## src/rtl/serial_mag_cmp_pkg.sv

```systemverilog
// Shared types for the bit-serial magnitude comparator.
// State encoding and one-hot {alb, agb, aeb} result constants.
package serial_mag_cmp_pkg;

    typedef enum logic [1:0] {
        IDLE  = 2'b00,
        SHIFT = 2'b01,
        DONE  = 2'b10
    } state_t;

    localparam logic [2:0] RES_LT   = 3'b100;
    localparam logic [2:0] RES_GT   = 3'b010;
    localparam logic [2:0] RES_EQ   = 3'b001;
    localparam logic [2:0] RES_NONE = 3'b000;

endpackage

```

## src/rtl/com.sv

```systemverilog
// One-bit magnitude comparator cell.
// Exactly one of o_alb / o_agb / o_aeb is high for any input pair.
module com (
    input  logic i_a,
    input  logic i_b,
    output logic o_alb,
    output logic o_agb,
    output logic o_aeb
);

    assign o_alb = ~i_a &  i_b;
    assign o_agb =  i_a & ~i_b;
    assign o_aeb = ~(i_a ^ i_b);

endmodule

```

## src/rtl/serial_mag_cmp.sv

```systemverilog
// Bit-serial MSB-first magnitude comparator built around one com cell.
// Define SERIAL_MAG_CMP_EARLY_EXIT_EN to stop at the first differing bit.
module serial_mag_cmp
    import serial_mag_cmp_pkg::*;
#(
    parameter int WIDTH = 8
) (
    input  logic             clk,
    input  logic             rst_n,
    input  logic             in_valid,
    output logic             in_ready,
    input  logic [WIDTH-1:0] a,
    input  logic [WIDTH-1:0] b,
    output logic             out_valid,
    input  logic             out_ready,
    output logic             alb,
    output logic             agb,
    output logic             aeb,
    output logic             busy
);

    localparam int CW = $clog2(WIDTH + 1);

    state_t           r_state;
    logic [WIDTH-1:0] r_a;
    logic [WIDTH-1:0] r_b;
    logic [CW-1:0]    r_cnt;
    logic [2:0]       r_res;
    logic             r_in_ready;
    logic             r_out_valid;
    logic             r_busy;

    logic             w_alb;
    logic             w_agb;
    logic             w_aeb;
    logic [2:0]       w_bit;
    logic             w_cnt_last;
    logic             w_last;
    logic [2:0]       w_final;

    com u_com (
        .i_a   (r_a[WIDTH-1]),
        .i_b   (r_b[WIDTH-1]),
        .o_alb (w_alb),
        .o_agb (w_agb),
        .o_aeb (w_aeb)
    );

    assign w_bit      = {w_alb, w_agb, w_aeb};
    assign w_cnt_last = (r_cnt == CW'(1));

`ifdef SERIAL_MAG_CMP_EARLY_EXIT_EN
    assign w_last  = ~w_aeb | w_cnt_last;
    assign w_final = w_bit;
`else
    // First-difference flags {lt, gt}; later bits never overwrite them.
    logic [1:0] r_sticky;

    assign w_last  = w_cnt_last;
    assign w_final = (r_sticky != 2'b00) ? {r_sticky, 1'b0} : w_bit;
`endif

    always_ff @(posedge clk) begin
        if (!rst_n) begin
            r_state     <= IDLE;
            r_a         <= '0;
            r_b         <= '0;
            r_cnt       <= '0;
            r_res       <= RES_NONE;
            r_in_ready  <= 1'b1;
            r_out_valid <= 1'b0;
            r_busy      <= 1'b0;
`ifndef SERIAL_MAG_CMP_EARLY_EXIT_EN
            r_sticky    <= 2'b00;
`endif
        end else begin
            unique case (r_state)
                IDLE: begin
                    if (in_valid) begin
                        r_a        <= a;
                        r_b        <= b;
                        r_cnt      <= CW'(WIDTH);
                        r_state    <= SHIFT;
                        r_in_ready <= 1'b0;
                        r_busy     <= 1'b1;
`ifndef SERIAL_MAG_CMP_EARLY_EXIT_EN
                        r_sticky   <= 2'b00;
`endif
                    end
                end
                SHIFT: begin
                    // Exit test precedes the decrement so r_cnt never wraps.
                    if (w_last) begin
                        r_state     <= DONE;
                        r_res       <= w_final;
                        r_out_valid <= 1'b1;
                    end else begin
                        r_a   <= r_a << 1;
                        r_b   <= r_b << 1;
                        r_cnt <= r_cnt - CW'(1);
`ifndef SERIAL_MAG_CMP_EARLY_EXIT_EN
                        if (r_sticky == 2'b00) begin
                            r_sticky <= {w_alb, w_agb};
                        end
`endif
                    end
                end
                DONE: begin
                    if (out_ready) begin
                        r_state     <= IDLE;
                        r_res       <= RES_NONE;
                        r_in_ready  <= 1'b1;
                        r_out_valid <= 1'b0;
                        r_busy      <= 1'b0;
                    end
                end
                default: begin
                    r_state     <= IDLE;
                    r_res       <= RES_NONE;
                    r_in_ready  <= 1'b1;
                    r_out_valid <= 1'b0;
                    r_busy      <= 1'b0;
                end
            endcase
        end
    end

    assign in_ready  = r_in_ready;
    assign out_valid = r_out_valid;
    assign busy      = r_busy;
    assign alb       = r_res[2];
    assign agb       = r_res[1];
    assign aeb       = r_res[0];

endmodule
```

## config.mk

```make
export PLATFORM = sky130hd
export DESIGN_NAME = serial_mag_cmp
export DESIGN_NICKNAME = d
export VERILOG_FILES = /design/src/rtl/serial_mag_cmp_pkg.sv /design/src/rtl/com.sv /design/src/rtl/serial_mag_cmp.sv
export SDC_FILE = /design/constraint.sdc
export NUM_CORES = 1
export LEC_CHECK = 0
export ABC_AREA = 1
export BUFFER_PORTS_ARGS = -buffer_cell sky130_fd_sc_hd__buf_2
export CORE_ASPECT_RATIO = 1.4
export CORE_MARGIN = 2
export CORE_UTILIZATION = 49
export DETAILED_ROUTE_END_ITERATION = 8
export GPL_TIMING_DRIVEN = 0
export HOLD_SLACK_MARGIN = 0.05
export MAX_ROUTING_LAYER = met4
export PLACE_DENSITY = 0.74
export RECOVER_POWER = 50
export SLEW_MARGIN = 20
export SYNTH_ARGS = -nofsm -noshare
export SYNTH_HDL_FRONTEND = slang
export SYNTH_SLANG_ARGS = --single-unit
```

## constraint.sdc

```tcl
create_clock -name clk -period 1.3 [get_ports clk]
set_input_delay 0.065 -clock clk [delete_from_list [all_inputs] [get_ports clk]]
set_output_delay 0.065 -clock clk [all_outputs]
set_load 0.03 [all_outputs]
```

After elaboration in Yosys (flattened, before gate mapping)
Index checks and enable logic that the tools add are counted.
{ "totals": {"regBits": 30, "inputBits": 20, "out_inout_bits": 6, "word_cells": 64} }
{ "op_classes": {"add_sub_neg": 1, "n_eq_ne": 8, "mux": 29, "bitwise": 8, "n_reduce_logical": 9} }
{ "op_table": {"columns": ["cell", "count"], "rows": [
  ["two-way mux 8 bit", 4],
  ["one-hot mux 8 bit (2 select lines)", 2],
  ["two-way mux 2 bit", 6],
  ["AND reduction 3 bit", 4],
  ["!= test 2 bit, second input constant", 5],
  ["two-way mux 3 bit", 3],
  ["one-hot mux 1 bit (3 select lines)", 3],
  ["one-hot mux 3 bit (3 select lines)", 1],
  ["two-way mux 4 bit", 2],
  ["one-hot mux 4 bit (2 select lines)", 1],
  ["one-hot mux 2 bit (3 select lines)", 1],
  ["two-way mux 1 bit", 5],
  ["NOT 1 bit", 5],
  ["equality test 4 x 1 -> 1 bit, second input constant", 1],
  ["zero test 2 bit", 2],
  ["one-hot mux 2 bit (2 select lines)", 1],
  ["AND reduction 4 bit", 1],
  ["nonzero test 2 bit", 2],
  ["subtractor 4 x 1 -> 4 bit, second input constant", 1],
  ["AND 1 bit", 2],
  ["equality test 2 x 1 -> 1 bit, second input constant", 1],
  ["equality test 2 bit, second input constant", 1],
  ["bitwise XOR 1 bit", 1]
]} }

Logic depth before layout (Yosys ltp)
{ "logic_depth": {"word_depth": 5, "depth_mapped": 10, "mapped_depth_nobuf": 9} }

Modules after synthesis
A second synthesis with hierarchy kept.
{ "unflattened": {"hier_cells": 210, "hier_area_um2": 1508.9} }
{ "by_module_without_submodules": {"columns": ["module", "instances", "cells_each", "area_per_inst_um2"], "rows": [
  ["serial_mag_cmp", 1, 206, 1476.4],
  ["com", 1, 4, 32.5]
]} }

Worst setup path after synthesis
Ideal clock, no wire load.
{ "synth_path": {"kind": "flip-flop to flip-flop", "from": "reg r_cnt[1]", "to": "reg r_a[1]", "setup_ns": 0.116, "arrival_time_ns": 1.121, "path_slack_ns": 0.063, "stages_incl_launch_ff": 10, "n_path_buf": 1, "synth_period_minus_slack_ns": 1.237, "cell_sequence": "dfxtp_1 inv_1 ha_1 nand2_1 nand2_4 nand2_4 inv_4 buf_6 nor2_1 nor2_1"} }
{ "synth_between": {"elab_chain_cells": 3} }
{ "synth_rtl": {"columns": ["item", "line", "source"], "rows": [
  ["from (decl)", "serial_mag_cmp.sv:27", "logic [CW-1:0] r_cnt;"],
  ["from (signal assigned)", "serial_mag_cmp.sv:82", "r_cnt <= CW'(WIDTH);"],
  ["from (signal assigned)", "serial_mag_cmp.sv:100", "r_cnt <= r_cnt - CW'(1);"],
  ["equality test 4 x 1 -> 1 bit", "serial_mag_cmp.sv:50", "assign w_cnt_last = (r_cnt == CW'(1));"],
  ["!= test 2 bit (no line)", null, null],
  ["AND reduction 3 bit (no line)", null, null],
  ["to (signal assigned)", "serial_mag_cmp.sv:98", "r_a <= r_a << 1;"],
  ["to (decl)", "serial_mag_cmp.sv:25", "logic [WIDTH-1:0] r_a;"]
]} }
No other way between the ends.
A chain may end at the register's enable or synchronous reset.

Worst setup path in the final report
{ "layout_path": {"from": "reg r_state[0]", "to": "reg r_a[2]"} }
{ "layout_between": {"elab_chain_cells": 3} }
{ "layout_rtl": {"columns": ["item", "line", "source"], "rows": [
  ["from (decl)", "serial_mag_cmp.sv:24", "state_t r_state;"],
  ["from (signal assigned)", "serial_mag_cmp.sv:65", "r_state <= IDLE;"],
  ["from (signal assigned)", "serial_mag_cmp.sv:83", "r_state <= SHIFT;"],
  ["from (signal assigned)", "serial_mag_cmp.sv:94", "r_state <= DONE;"],
  ["equality test 2 x 1 -> 1 bit / zero test 2 bit (equally long branches)", "serial_mag_cmp.sv:77", "unique case (r_state)"],
  ["!= test 2 bit (no line) / nonzero test 2 bit (equally long branches)", null, null],
  ["AND reduction 3 bit (no line)", null, null]
]} }
Several ways; a longest one is shown, not always the timed one.

==> flow_metrics.env <==
export IMPL_status="completed"
export IMPL_dp_cells=279
export IMPL_grt_pass1_vias=1407
export IMPL_path_cells="inv_2 > nor2_4 > nand2_4 > nand2_8 > inv_8 > clkbuf_16 > nor2_4 > nor2_1"
export IMPL_stdcell_count=296
export IMPL_place_gp_congestion=0.803
export IMPL_leakage_uw=0.000914
export IMPL_cp_required_ps=1480
export IMPL_setup_tns_ps=0
export IMPL_vdd_drop_max_v=0.000962
export IMPL_synth_top_area_share_pct=41.2
export IMPL_area_growth_pct=30.9
export IMPL_cts_tree="yes"
export IMPL_grt_setup_unrepaired="yes"
export IMPL_wirelength_um=3530
export IMPL_core_area_um2=2850
export IMPL_finalSetupViolations=0
export IMPL_crit_type="reg -> reg"
export IMPL_cp_top_family="simple AND/OR/NAND/NOR gates"
export IMPL_clockBufferDepth=2
export IMPL_postSynthAreaPerCell_um2=6.72
export IMPL_fin_crit_ps=1290
export IMPL_synth_area_leader_cell="dfxtp_1"
export IMPL_critPathLaunchType="flop"
export IMPL_drt_initial_drc_count=32
export IMPL_drv_cap=0
export IMPL_drc=0
export IMPL_finalCritPeriodShare_pct=99.3
export IMPL_cp_buffers_inverters=3
export IMPL_via_count=1453
export IMPL_synth_fp_nets=241
export IMPL_routedWlPerCell_um=11.9
export IMPL_place_area_um2=1630
export IMPL_h_tree_depth=2
export IMPL_die_h_um=68.6
export IMPL_via_per_inst=4.91
export IMPL_fin_skew_ps=8.07
export IMPL_grtUsageTotal_pct=22.1
export IMPL_syn_cell_area_um2=1460
export IMPL_path_common_cell="nor2_4"
export IMPL_layout_nets=283
export IMPL_yosys_warnings=0
export IMPL_antenna_left=0
export IMPL_cp_end_kind="flop"
export IMPL_synthCells=217
export IMPL_drive_gt1_share_pct=24.7
export IMPL_placementRows=23
export IMPL_port_buffers=25
export IMPL_synth_seq_cells=30
export IMPL_numCtsBuffers=5
export IMPL_finalMaxSlewViolations=0
export IMPL_max_freq_ghz=0.775
export IMPL_antennaDiodeCount=0
export IMPL_io_pins=26
export IMPL_initial_core_util_pct=51.2
export IMPL_cp_slowest_stage_delay_ps=350
export IMPL_grt_pass1_wl_um=5490
export IMPL_hold_class="in -> reg"
export IMPL_cts_sinks=30
export IMPL_final_util_pct=67.0
export IMPL_cts_root_buf="clkbuf_8"
export IMPL_insertion_delay_ps=290
export IMPL_yosysUniqueCellTypes=20
export IMPL_p_per_area_nw_per_um2=1360
export IMPL_die_x_um=50.1
export IMPL_fin_area_um2=1910
export IMPL_finalHoldViolations=0
export IMPL_worst_path_max_delay_cell="dfxtp_2"
export IMPL_dr_pass1_iters=4
export IMPL_grt_max_degree=11
export IMPL_antenna_found_initial=0
export IMPL_synth_seq_area_share_pct=41.2
export IMPL_cts_clk_slew_worst_paths_ps=70
export IMPL_crit_arrival_ps=1470
export IMPL_grt_overflow_total=0
export IMPL_path_max_fanout=5
export IMPL_dieArea_um2=3440
export IMPL_worst_pin_slew_ps=467
export IMPL_hpwlAfterDp_um=2260
export IMPL_synth_area_leaders="dfxtp_1 (41%), nand2_1 (17%), nor2_1 (10%)"
export IMPL_max_slew_margin_pct=68.9
==> timing repair <==
action,CTS,global route
endpoints found under the setup margin,21,22
pin swaps,0,5
hold endpoints to repair,2,0
gates resized for setup,9,35
hold buffers,2,0
gates cloned,0,2
setup buffers,0,6
==> synthesized netlist by cell type, drive strengths merged <==
master	count
nand3	10
nor2	43
o211ai	1
inv	18
nand2	71
nand4	1
clkbuf	2
a21oi	11
ha	4
dfxtp	30
o21ai	20
buf	6
==> flip-flops by register name (all words and copies together) (netlist names) <==
signal and flops:
r_cnt 4, r_a 8, r_res 3, r_b 8, out_valid 1, r_sticky 2, in_ready 1, busy 1
r_state 2
==> metal layers <==
| layer | GRT usage, % | part of all wire, % | up-vias |
|---|---|---|---|
| met5 | - | 0 | - |
| met4 | 12.2 | 2.4 | 0 |
| met3 | 6.03 | 3.4 | 8 |
| met2 | 41.6 | 53 | 25 |
| met1 | 20.2 | 41 | 661 |
| li1 | - | - | 759 |
==> worst reg2reg max path: stages (launching register included) <==
cell and delay, ps:
dfxtp_2 350, inv_2 60, nor2_4 210, nand2_4 110, nand2_8 130, inv_8 50, clkbuf_16 150, nor2_4 70
nor2_1 50
==> cell usage in the layout, fill, tap and decap left out, types with 2 or more instances in the layout <==
cell type / instances
dlygate4sd3_1: 2
inv_4: 2
nor2_1: 33
clkinv_2: 2
nand2_4: 3
clkbuf_8: 5
dfxtp_1: 27
nand3_1: 10
o21ai_1: 13
inv_1: 13
dfxtp_2: 3
nor2_2: 6
buf_2: 19
inv_2: 3
ha_1: 3
buf_12: 2
nor2_4: 4
buf_6: 2
o21ai_0: 7
a21oi_1: 11
nand2_1: 66
buf_4: 6
clkbuf_1: 8
==> metrics by stage <==
stage | hold slack (ps) | setup WS (ps) | power [µW]
2_1_floorplan | 194 | 63.4 | 1560
6_report | 57.0 | 9.28 | 2590
4_1_cts | 86.2 | 20.7 | 2430
3_3_place_gp | 324 | -62.4 | 1700
5_1_grt | 69.0 | -41.0 | 2740
3_5_place_dp | 336 | -95.6 | 1710
==> power breakdown <==
part | leakage (µW) | internal [µW] | switching, µW
logic | 0.000622 | 336 | 455
clock network | 0.0000438 | 358 | 340
registers | 0.000249 | 1030 | 72.6
total | 0.000914 | 1730 | 868
==> worst paths after layout <==
kind / start / endpoint / slack (ps) / cells past startpoint
hold reg to reg: busy / busy / 460 / 2
hold / removal: rst_n / r_state[0] / 60 / 3
setup reg to reg: r_state[0] / r_a[2] / 9 / 8
setup / recovery: r_state[0] / r_a[2] / 9 / 8
==> area by class of cell <==
type / count / area (µm²)
clock inverter: 2 / 10.0
sequential: 30 / 604
multi-input combinational: 161 / 796
tap: 37 / 46.3
buffer: 8 / 80.1
clock buffer: 5 / 68.8
timing repair buffer: 34 / 220
fill: 250 / 940
inverter: 18 / 77.6
timing repair inverter: 1 / 6.26
==> cells by family after synthesis <==
group / share of synthesized area, %
simple gates: 35.2
fa+ha+maj: 3.43
compound gates: 11.1
flops: 41.2
buf+inv: 9.00
No activity file was read; power rests on OpenSTA's default activity.
